[config.mk]
export PLATFORM = sky130hd
export DESIGN_NAME = uart_tx
export DESIGN_NICKNAME = d
export VERILOG_FILES = /design/src/rtl/uart_pkg.sv /design/src/rtl/uart_baud_timer.sv /design/src/rtl/uart_tx.sv
export SDC_FILE = /design/constraint.sdc
export NUM_CORES = 1
export LEC_CHECK = 0
export BUFFER_PORTS_ARGS = -buffer_cell sky130_fd_sc_hd__buf_2
export CORE_AREA = 2 2 53 75
export CTS_CLUSTER_SIZE = 24
export DETAILED_ROUTE_END_ITERATION = 12
export DIE_AREA = 0 0 55 77
export PLACE_DENSITY = 0.7
export SLEW_MARGIN = 5
export SYNTH_ARGS = -nofsm -noshare
export SYNTH_HDL_FRONTEND = slang
export SYNTH_HIERARCHICAL = 1
export SYNTH_SLANG_ARGS = --single-unit
[constraint.sdc]
create_clock -name i_SysClock -period 3.1 [get_ports i_SysClock]
set_clock_uncertainty 0.15 [all_clocks]
set_input_delay 0.465 -clock i_SysClock [delete_from_list [all_inputs] [get_ports i_SysClock]]
set_output_delay 0.465 -clock i_SysClock [all_outputs]
set_load 0.01 [all_outputs]
[src/rtl/uart_pkg.sv]
// uart_pkg - definitions shared by the UART transmitter and receiver.
//   uartState_t    : FSM state encodings (fixed values, the receiver uses them too)
//   TIMER_W        : width of the per-bit baud timer
//   bitTicks()     : system clocks per bit, integer truncation
//   halfBitTicks() : system clocks per half bit (receiver mid-bit sampling)
package uart_pkg;

    localparam int TIMER_W = 16;

    typedef enum logic [2:0] {
        IDLE       = 3'd0,
        START_BIT  = 3'd1,
        DATA_BITS  = 3'd2,
        STOP_BIT   = 3'd3,
        PARITY_BIT = 3'd4
    } uartState_t;

    function automatic int bitTicks(input int sysClock, input int baudRate);
        return sysClock / baudRate;
    endfunction

    function automatic int halfBitTicks(input int sysClock, input int baudRate);
        return bitTicks(sysClock, baudRate) / 2;
    endfunction

endpackage

[src/rtl/uart_baud_timer.sv]
// uart_baud_timer - counts 0..BIT_TICKS-1 while enabled and flags the last count.
//   i_SysClock : system clock
//   i_ResetN   : asynchronous active-low reset
//   enable     : count this cycle
//   restart    : hold the count at zero (takes priority over enable)
//   tick       : high on the last count of each bit period
module uart_baud_timer
    import uart_pkg::*;
#(
    parameter int BIT_TICKS = 434
) (
    input  logic i_SysClock,
    input  logic i_ResetN,
    input  logic enable,
    input  logic restart,
    output logic tick
);

    localparam logic [TIMER_W-1:0] LAST = TIMER_W'(BIT_TICKS - 1);
    localparam logic [TIMER_W-1:0] ONE  = TIMER_W'(1);

    logic [TIMER_W-1:0] count;

    assign tick = enable && (count == LAST);

    always_ff @(posedge i_SysClock or negedge i_ResetN) begin
        if (!i_ResetN)
            count <= '0;
        else if (restart)
            count <= '0;
        else if (enable)
            count <= tick ? '0 : count + ONE;
    end

endmodule

[src/rtl/uart_tx.sv]
// uart_tx - byte-wide valid/ready in, LSB-first async serial frame out.
//   i_SysClock : system clock, rising edge
//   i_ResetN   : asynchronous active-low reset
//   i_TxValid  : producer has a byte on i_TxByte
//   i_TxByte   : byte to send, latched on accept
//   o_TxReady  : byte accepted this cycle if i_TxValid
//   o_TxSerial : serial line (registered, idles high)
//   o_TxDone   : one-cycle pulse in the last stop-bit cycle
// Build option: define UART_TX_PARITY_EN for a parity bit (even, or odd when
// PARITY_ODD = 1); without it the frame is 8N1.
module uart_tx
    import uart_pkg::*;
#(
    parameter int SYS_CLOCK     = 50000000,
    parameter int UART_BAUDRATE = 115200,
    parameter int PARITY_ODD    = 0
) (
    input  logic       i_SysClock,
    input  logic       i_ResetN,
    input  logic       i_TxValid,
    input  logic [7:0] i_TxByte,
    output logic       o_TxReady,
    output logic       o_TxSerial,
    output logic       o_TxDone
);

    localparam int BIT_TICKS = bitTicks(SYS_CLOCK, UART_BAUDRATE);

    uartState_t state, stateNext;
    logic [7:0] shiftReg, shiftNext;
    logic [2:0] bitCnt, bitCntNext;
    logic       serialNext;
    logic       tick;
    logic       accept;

`ifdef UART_TX_PARITY_EN
    // Parity is taken from the byte at accept time since the shifter consumes it.
    logic parityBit, parityNext;
`else
    // Parity sense has no effect in the 8N1 build.
    localparam bit unusedParityOdd = (PARITY_ODD != 0);
`endif

    // Ready in IDLE and in the final stop-bit cycle so frames can chain with no gap.
    assign o_TxReady = (state == IDLE) || ((state == STOP_BIT) && tick);
    assign o_TxDone  = (state == STOP_BIT) && tick;
    assign accept    = i_TxValid && o_TxReady;

    uart_baud_timer #(.BIT_TICKS(BIT_TICKS)) u_baudTimer (
        .i_SysClock (i_SysClock),
        .i_ResetN   (i_ResetN),
        .enable     (state != IDLE),
        .restart    (state == IDLE),
        .tick       (tick)
    );

    always_comb begin
        stateNext  = state;
        shiftNext  = shiftReg;
        bitCntNext = bitCnt;
`ifdef UART_TX_PARITY_EN
        parityNext = parityBit;
`endif
        case (state)
            IDLE: ;
            START_BIT:
                if (tick) stateNext = DATA_BITS;
            DATA_BITS:
                if (tick) begin
                    shiftNext  = shiftReg >> 1;
                    bitCntNext = bitCnt + 3'd1;
                    if (bitCnt == 3'd7) begin
`ifdef UART_TX_PARITY_EN
                        stateNext = PARITY_BIT;
`else
                        stateNext = STOP_BIT;
`endif
                    end
                end
`ifdef UART_TX_PARITY_EN
            PARITY_BIT:
                if (tick) stateNext = STOP_BIT;
`endif
            STOP_BIT:
                if (tick) stateNext = IDLE;
            default:
                stateNext = IDLE;
        endcase

        // Accept can only happen in IDLE or the last stop cycle; both load a new frame.
        if (accept) begin
            stateNext  = START_BIT;
            shiftNext  = i_TxByte;
            bitCntNext = '0;
`ifdef UART_TX_PARITY_EN
            parityNext = (^i_TxByte) ^ (PARITY_ODD != 0);
`endif
        end

        // Line value is derived from the next state so the register lines up with it.
        case (stateNext)
            START_BIT:  serialNext = 1'b0;
            DATA_BITS:  serialNext = shiftNext[0];
`ifdef UART_TX_PARITY_EN
            PARITY_BIT: serialNext = parityNext;
`endif
            default:    serialNext = 1'b1;
        endcase
    end

    always_ff @(posedge i_SysClock or negedge i_ResetN) begin
        if (!i_ResetN) begin
            state      <= IDLE;
            shiftReg   <= '0;
            bitCnt     <= '0;
            o_TxSerial <= 1'b1;
`ifdef UART_TX_PARITY_EN
            parityBit  <= 1'b0;
`endif
        end else begin
            state      <= stateNext;
            shiftReg   <= shiftNext;
            bitCnt     <= bitCntNext;
            o_TxSerial <= serialNext;
`ifdef UART_TX_PARITY_EN
            parityBit  <= parityNext;
`endif
        end
    end

endmodule
==> summary.md, run 1 <==
| Metric | Value |
|---|---|
| GRT overflow | 0 |
| Hold Crit Class | primary input to asynchronous set/reset pin |
| Setup violators final | 0 |
| Count of hold-fix buffers inserted at cts | 0 |
| Critical Path Sink Type | output pin |
| Die H | 77 µm |
| Dpl ws | 458.0 ps |
| Worst-path maximum fanout | 10 |
| Drt wl/cell | 15.19 µm |
| Syn Inst Count | 173 |
| Layout cell share with drive strength beyond 1 | 18.42% |
| Post-synth ARST share | 100.0% |
| # placed instances | 224 |
| Diodes inserted | 0 |
| EDFF count, synth | 0 |
| CTS tree | yes |
| Vias per cell | 5.879 |
| Synthesis-to-layout area growth | 11.05% |
| Post-Syn Area per Cell | 10.08 µm² |
| P_leak | 0.8966 nW |
| Most common cell in the synthesized netlist | dfrtp_1 |
| DRT iter0 DRCs | 38 |
| I/O pin total | 14 |
| Routability Congestion | 0.8762 |
| DRC Markers | 0 |
| Initial Utilization | 48.74% |
| Reg2Reg Depth | 9 |
| Clock buffer depth | 2 |
| Setup TNS | 0 ps |
| Post-Route WL | 3523 µm |
| Vias in the first global route | 1439 |
| Number of port buffers | 13 |
| Highest clock rate | 0.3532 GHz |
| Core Footprint | 3578 µm² |
| Slew at the pin closest to its max-slew limit | 679.6 ps |
| DR pass1 iterations | 4 |
| FP Rows | 26 |
| Nets | 204 |
| Root buf cell | clkbuf_8 |
| Skew-Pair Late Insertion Delay | 280 ps |
| Setup bufs post-CTS | 0 |
| Data arrival time of the critical path | 2220 ps |
| Tcrit/Tclk final | 91.33% |
| Clock Sinks | 31 |
| Commonest cells in the synthesized netlist | 30 x dfrtp_1, 20 x nor2_1, 14 x nand2_1 |
| Top cells by area, synth | dfrtp_1 43%, nor2_1 4.3%, xnor2_1 3.5% |
| Main synth FF type | dfrtp_1 |
| Post-Syn Area | 1744 µm² |
| DRT antenna net count | 0 |
| CTS H-tree depth | 2 |
| Register area | 777.0 µm² |
| Seq/Total Area, Yosys | 44.55% |
| Startpoint types | register |
| GRT Total Usage | 19.88% |
| Synth area leader | dfrtp_1 |
| Worst-path clk slew | 60 ps |
| CTS buffer count | 5 |
| Syn_nets | 188 |
| HPWL after DPL | 2611 µm |
| Die area | 4235 µm² |
| Final setup margin | 268.7 ps |
| Largest net degree at the start of global routing | 32 |
| #FFs+latches synth | 31 |
| Post-CTS Resized | 0 |
| Required @ worst endpoint | 2480 ps |
| Slew Limit Headroom | 54.69% |
| Multi-input gate area | 885.9 µm² |
| Fillers | 334 |
| Netlist cell types | 43 |
| Global-route wire length before repair | 6265 µm |
| Final Non-Filler Cells | 232 |
| RSZ-0062 raised after global routing | false |
| Die width | 55 µm |
| Slew Limit Fails | 0 |
| Status | complete, no violations |
| Antenna violations before repair | 0 |
| CP Class | register to output pin |
| Worst-case vdd ir drop | 315.0 µV |
| PD cells | 466.9 nW/µm² |
| Yosys Warn Count | 6 |
| Max-Cap Viols | 0 |
| Fin. Hold Viols | 0 |
| Via count | 1364 |
| Share of the synthesized area in the top cell type | 43.04% |
| Period minus WS final | 2831 ps |
-- per-stage QoR --
step	hold slack [ps]	util [%]	instance area [µm²]	power, mW
2_1_floorplan	19.41	-	1744	0.5292
3_3_place_gp	322.7	51.33	1837	0.5607
3_5_place_dp	333.4	51.33	1837	0.5674
4_1_cts	84.98	54.13	1937	0.9170
5_1_grt	128.9	54.13	1937	0.9479
6_report	73.36	54.13	1937	0.9043
-- state kept, by name, indices dropped and copies added (netlist names) --
| name | count |
|---|---|
| bitCnt | 3 |
| state | 3 |
| shiftReg | 8 |
| o_TxSerial | 1 |
| u_baudTimer/count | 16 |
-- layer usage --
metal / share of wire [%] / vias to the layer above / GRT usage (%) / routed length (µm)
li1: - / 648 / - / -
met1: 40 / 666 / 23.09 / 1406
met2: 54 / 37 / 33.45 / 1887
met3: 3.8 / 13 / 3.696 / 134
met4: 2.7 / 0 / 9.512 / 94
met5: 0 / - / 0 / 0
-- power breakdown --
| part | switching (mW) | internal [mW] | total (mW) |
|---|---|---|---|
| Sequential | 0.0293 | 0.433 | 0.462 |
| Combinational | 0.0540 | 0.0440 | 0.0980 |
| Clock | 0.141 | 0.202 | 0.344 |
| Total | 0.225 | 0.680 | 0.904 |
-- cells by family (layout without fill, tap and decap cells) --
kind of cell | after synthesis | count (layout) | synth area share [%]
buffers and inverters | 15 | 32 | 4.663
adder cells (fa/ha/maj) | 4 | 4 | 2.870
AO/OA/AOI/OAI | 29 | 29 | 12.41
multiplexers | 6 | 6 | 3.515
other | 1 | 1 | 0.2150
AND/OR/NAND/NOR | 77 | 77 | 26.76
flip-flops | 31 | 31 | 44.55
XOR/XNOR | 10 | 10 | 5.022
-- cell type report --
| cell class | count | area share (%) |
|---|---|---|
| Timing Repair Buffer | 17 | 4.910 |
| Inverter | 7 | 1.357 |
| Sequential cell | 31 | 40.12 |
| Clock buffer | 8 | 5.168 |
| Tap cell | 42 | 2.713 |
| Multi-Input combinational cell | 127 | 45.74 |
-- critical path: stages, from the launching register on --
cell and delay (ps):
dfrtp_1 510, nor3_1 110, inv_1 80, nor4bb_1 360
nand4_1 200, inv_1 170, nand3_1 190, o21ai_0 180
buf_2 150
-- placed cells by master (no fill, tap or decap), types with 7 or more instances in the layout --
cell,count
buf_2,13
nor2_1,20
nor4_1,7
dfrtp_1,30
xnor2_1,7
inv_1,7
nand2_1,14
clkbuf_8,7
-- worst paths after layout --
kind                                              start                                 to  slack, ps
worst max-delay path                 state[1]$_DFF_PN0_                          o_TxReady        270
worst min-delay path                           i_ResetN  u_baudTimer/count[14]$_DFFE_PN0P_         70
worst max register to register       state[1]$_DFF_PN0_            shiftReg[3]$_DFFE_PN0P_        440
worst min register to register  shiftReg[6]$_DFFE_PN0P_            shiftReg[6]$_DFFE_PN0P_        350
max in group asynchronous                      i_ResetN            shiftReg[3]$_DFFE_PN0P_       2290
min in group i_SysClock                     i_TxByte[7]            shiftReg[7]$_DFFE_PN0P_        250
Power figures use the tool's default switching activity.
==> run 2, diff against run 1 <==
CORE_AREA = 2 2 56 72   (was 2 2 53 75)
DIE_AREA = 0 0 58 74   (was 0 0 55 77)
GPL_ROUTABILITY_DRIVEN = 1   (was unset)
PLACE_DENSITY = 0.66   (was 0.7)
==> summary.md, run 2 (same netlist as run 1, synthesis figures left out) <==
| Metric | Value |
|---|---|
| Setup bufs post-CTS | 0 |
| Slowest CP cell | nor4_1 |
| Antenna violations before repair | 0 |
| Pwr Total | 0.9023 mW |
| Core Footprint | 3628 µm² |
| Clock Sinks | 31 |
| CP cell instances | nor4_1, nand4_1, inv_1, nand3_1, o21ai_0, buf_2 |
| DRC Markers | 0 |
| Data arrival time of the critical path | 2220 ps |
| Final setup margin | 266.9 ps |
| RR Endpoint | shiftReg[1]$_DFFE_PN0P_ |
| Most common cell after layout, fill and taps aside | dfrtp_1 |
| Number of port buffers | 13 |
| # placed instances | 222 |
| P_leak | 0.8949 nW |
| Setup slack, reg-to-reg | 460 ps |
| Nets | 204 |
| Placed cell area | 1834 µm² |
| Synthesis-to-layout area growth | 10.98% |
| Setup TNS | 0 ps |
| Largest net degree at the start of global routing | 32 |
| CTS buffer count | 5 |
| Die width | 58 µm |
| CP Class | register to output pin |
| HPWL after DPL | 2469 µm |
| Via count | 1380 |
| Worst setup path startpoint | u_baudTimer/count[10]$_DFFE_PN0P_ |
| GRT overflow | 0 |
| Largest register FFs | 16 |
| CTS H-tree depth | 2 |
| Initial Utilization | 48.07% |
| Largest Register | u_baudTimer/count |
| Final Non-Filler Cells | 230 |
| Reg2reg start | u_baudTimer/count[10]$_DFFE_PN0P_ |
| Setup violators final | 0 |
| Slew Limit Headroom | 54.28% |
| Vias in the first global route | 1326 |
| Startpoint types | register |
| Dpl ws | 495.6 ps |
| Slew Limit Fails | 0 |
| Hold Crit Class | primary input to asynchronous set/reset pin |
| Vias per cell | 6.000 |
| DRT antenna net count | 0 |
| Critical Path Sink Type | output pin |
| Period minus WS final | 2833 ps |
| Most frequent cells in the layout | 29 x dfrtp_1, 20 x nor2_1, 14 x nand2_1, 13 x buf_2 |
| Required @ worst endpoint | 2480 ps |
| Highest clock rate | 0.3530 GHz |
| CTS tree | yes |
| Post-Route WL | 3661 µm |
| Global-route wire length before repair | 6003 µm |
| Drt wl/cell | 15.92 µm |
| GRT Total Usage | 18.83% |
| Hold WS | 68.06 ps |
| Reg2Reg Depth | 7 |
| Skew-Pair Late Insertion Delay | 280 ps |
| Slew at the pin closest to its max-slew limit | 685.7 ps |
| Fillers | 328 |
| CP peak stage delay | 550 ps |
| Clock buffer depth | 2 |
| Root buf cell | clkbuf_8 |
| Worst-path clk slew | 60 ps |
| Status | complete, no violations |
| FP Rows | 25 |
| Max-Cap Viols | 0 |
| Worst-case vdd ir drop | 313.7 µV |
| Worst-path maximum fanout | 5 |
| End-of-flow core utilization | 53.34% |
| Die H | 74 µm |
| Diodes inserted | 0 |
| Layout cell share with drive strength beyond 1 | 18.95% |
| Die area | 4292 µm² |
| Routability Congestion | 0.8149 |
| I/O pin total | 14 |
| Fin area | 1936 µm² |
| DRT iter0 DRCs | 42 |
| Tcrit/Tclk final | 91.39% |
| Largest regs | u_baudTimer/count (16), shiftReg (8) |
| Fin. Hold Viols | 0 |
| DR pass1 iterations | 4 |
| PD cells | 466.2 nW/µm² |
| RSZ-0062 raised after global routing | false |
## run 2: cell counts in the layout (fill, tap and decap cells not counted)
No cell type changed its count.
## run 2: worst max-delay path by stage
stage	endpoint	slack [ps]	cells past startpoint
after CTS	o_TxReady	250	8
after floorplan	o_TxReady	770	8
after detailed placement	shiftReg[1]$_DFFE_PN0P_	500	9
after global routing	o_TxReady	40	8
final	o_TxReady	270	6
after global placement	shiftReg[4]$_DFFE_PN0P_	590	9
## run 2: metal layers
metal,share of wire (%),up-vias,global-route usage (%)
li1,-,653,-
met1,42,663,21.08
met2,50,48,31.57
met3,4.3,16,5.565
met4,4.0,0,11.37
met5,0,-,0
## run 2: cell type report
| class | count | area [µm²] | share of cell area [%] |
|---|---|---|---|
| tap | 40 | 50.05 | 2.586 |
| clock buffer | 8 | 100.1 | 5.171 |
| multi-input combinational | 127 | 885.9 | 45.77 |
| inverter | 7 | 26.28 | 1.357 |
| timing repair buffer | 17 | 95.09 | 4.913 |
| sequential | 31 | 778.2 | 40.21 |
## run 2: timing repair
action | in CTS | in global routing
resized for setup | 0 | 1
hold buffers | 0 | 0
setup endpoints to repair | 0 | 1
## run 2: where the power goes
| part | leakage, nW | switching (mW) | total, mW | internal (mW) |
|---|---|---|---|---|
| Combinational | 0.434 | 0.0537 | 0.0968 | 0.0432 |
| Sequential | 0.409 | 0.0277 | 0.461 | 0.433 |
| Clock | 0.0515 | 0.142 | 0.345 | 0.202 |
| Total | 0.895 | 0.224 | 0.902 | 0.679 |
## run 2: critical path, delay by kind of cell (launching register included)
| family | cells | cell delay [ps] |
|---|---|---|
| AND/OR/NAND/NOR | 3 | 970 |
| buffers and inverters | 2 | 340 |
| flip-flops | 1 | 460 |
| AO/OA/AOI/OAI | 1 | 170 |
==> run 3, diff against run 2 <==
ABC_AREA = 1   (was unset)
CORE_AREA = 2 2 59 75   (was 2 2 56 72)
DIE_AREA = 0 0 61 77   (was 0 0 58 74)
==> summary.md, run 3 <==
| Metric | Value |
|---|---|
| Status | complete, no violations |
| Worst-path clk slew | 70 ps |
| DR pass1 iterations | 4 |
| CTS tree | yes |
| DRT iter0 DRCs | 49 |
| Post-Route WL | 3617 µm |
| Fillers | 394 |
| Main synth FF type | dfrtp_1 |
| FP Rows | 26 |
| Clock buffer depth | 2 |
| Post-CTS Resized | 0 |
| Fin. Hold Viols | 0 |
| Syn_nets | 259 |
| Die H | 77 µm |
| Post-Syn Area | 1922 µm² |
| Most common cell in the synthesized netlist | nand2_1 |
| Largest Register | u_baudTimer/count |
| Antenna violations before repair | 0 |
| RSZ-0062 raised after global routing | false |
| Global-route wire length before repair | 6582 µm |
| Largest regs | u_baudTimer/count (16), shiftReg (8) |
| DRC Markers | 0 |
| Final Non-Filler Cells | 320 |
| Pwr Total | 0.9627 mW |
| Die area | 4697 µm² |
| I/O pin total | 14 |
| Post-synth ARST share | 100.0% |
| Routability Congestion | 0.8900 |
| Most common cell after layout, fill and taps aside | nand2_1 |
| Worst-case vdd ir drop | 222.4 µV |
| Vias in the first global route | 1563 |
| Worst-path maximum fanout | 10 |
| Share of the synthesized area in the top cell type | 39.06% |
| Post-Syn Area per Cell | 7.876 µm² |
| Setup violators final | 0 |
| Die width | 61 µm |
| Slowest CP cell | dfrtp_1 |
| Clock Sinks | 31 |
| #FFs+latches synth | 31 |
| Highest clock rate | 0.3492 GHz |
| Syn Inst Count | 244 |
| CP cell instances | clkinv_1, nand3_2, nand2_1, inv_1, nand2_1, nor2_1, nand2_4, inv_1, nand2_2, o21ai_4, buf_2 |
| EDFF count, synth | 0 |
| Initial Utilization | 48.03% |
| CP peak stage delay | 360 ps |
| Netlist cell types | 30 |
| CTS H-tree depth | 2 |
| Critical Path Sink Type | output pin |
| Setup bufs post-CTS | 0 |
| P_leak | 1.057 nW |
| Synthesis-to-layout area growth | 12.04% |
| Seq/Total Area, Yosys | 40.43% |
| Core Footprint | 4001 µm² |
| Layout cell share with drive strength beyond 1 | 26.14% |
| Top cells by area, synth | dfrtp_1 39%, nand2_1 14%, nand3_1 5.5% |
| Number of port buffers | 13 |
| Most frequent cells in the layout | 70 x nand2_1, 30 x dfrtp_1, 26 x nor2_1, 21 x inv_1, 21 x nand3_1 |
| Period minus WS final | 2864 ps |
| Hold WS | 77.25 ps |
| Hold Crit Class | primary input to asynchronous set/reset pin |
| Startpoint types | register |
| Diodes inserted | 0 |
| Count of hold-fix buffers inserted at cts | 0 |
| Tcrit/Tclk final | 92.39% |
| Max-Cap Viols | 0 |
| GRT overflow | 0 |
| DRT antenna net count | 0 |
| Slew at the pin closest to its max-slew limit | 704.0 ps |
| Via count | 1539 |
| Vias per cell | 4.809 |
| Largest net degree at the start of global routing | 32 |
| Nets | 278 |
| Largest register FFs | 16 |
| Root buf cell | clkbuf_8 |
| PD cells | 447.1 nW/µm² |
| GRT Total Usage | 18.61% |
| Required @ worst endpoint | 2480 ps |
| Slew Limit Fails | 0 |
| # placed instances | 312 |
| CTS buffer count | 5 |
| Skew-Pair Late Insertion Delay | 280 ps |
| Commonest cells in the synthesized netlist | 70 x nand2_1, 30 x dfrtp_1, 26 x nor2_1 |
| Drt wl/cell | 11.30 µm |
| Data arrival time of the critical path | 2250 ps |
| Setup TNS | 0 ps |
| Yosys Warn Count | 6 |
| CP Class | register to output pin |
| HPWL after DPL | 2641 µm |
| Slew Limit Headroom | 53.06% |
| Synth area leader | dfrtp_1 |
| End-of-flow core utilization | 53.81% |
[run 3: cells by family after synthesis]
logic type / share of synthesized area [%]
xor+xnor: 2.279
flops: 40.43
simple gates: 44.79
fa+ha+maj: 2.604
compound gates: 3.907
buf+inv: 5.794
other cells: 0.1951
[run 3: layer usage]
layer | wire length (µm) | global-route usage [%] | up-vias
met5 | 0 | 0 | -
met4 | 93 | 9.565 | 0
met3 | 117 | 4.890 | 10
met2 | 1879 | 31.40 | 27
met1 | 1526 | 20.58 | 704
li1 | - | - | 798
[run 3: critical path: cells and delay by family, from the launching register on]
kind / cells / cell delay [ps]
AOI/OAI and AO/OA: 1 / 330
and+or+nand+nor: 6 / 720
DFF: 1 / 360
buffers and inverters: 4 / 550
[run 3: final cells by class]
class                   instances  area, µm²  area share [%]
inverters                      28      107.6           4.997
clock buffers                   8      100.1           4.648
well taps                      56      70.07           3.254
flip-flops and latches         31      777.0           36.08
repair buffers                 13      65.06           3.021
multi-input cells             184       1033           48.00
[run 3: metrics by stage]
step	instance area (µm²)	setup slack, ps
6_report	2153	235.9
5_1_grt	2153	19.03
4_1_cts	2153	221.7
3_5_place_dp	2053	545.5
3_3_place_gp	2053	612.2
2_1_floorplan	1922	903.6
[run 3: path summary, 6_finish.rpt]
check                                        startpoint                                 to  slack [ps]  cells past startpoint
worst max-delay path                 state[2]$_DFF_PN0_                          o_TxReady         240                     11
max in group asynchronous                      i_ResetN   u_baudTimer/count[2]$_DFFE_PN0P_        2270                      1
worst min register to register  shiftReg[7]$_DFFE_PN0P_            shiftReg[7]$_DFFE_PN0P_         330                      2
worst max register to register       state[2]$_DFF_PN0_            shiftReg[2]$_DFFE_PN0P_         670                     15
min in group i_SysClock                     i_TxByte[7]            shiftReg[7]$_DFFE_PN0P_         270                      3
worst min-delay path                           i_ResetN  u_baudTimer/count[10]$_DFFE_PN0P_          80                      1
[run 3: power by group]
part           switching (mW)  internal, mW  total, mW
clock                   0.152         0.203      0.355
sequential             0.0303         0.441      0.471
combinational          0.0846        0.0518      0.136
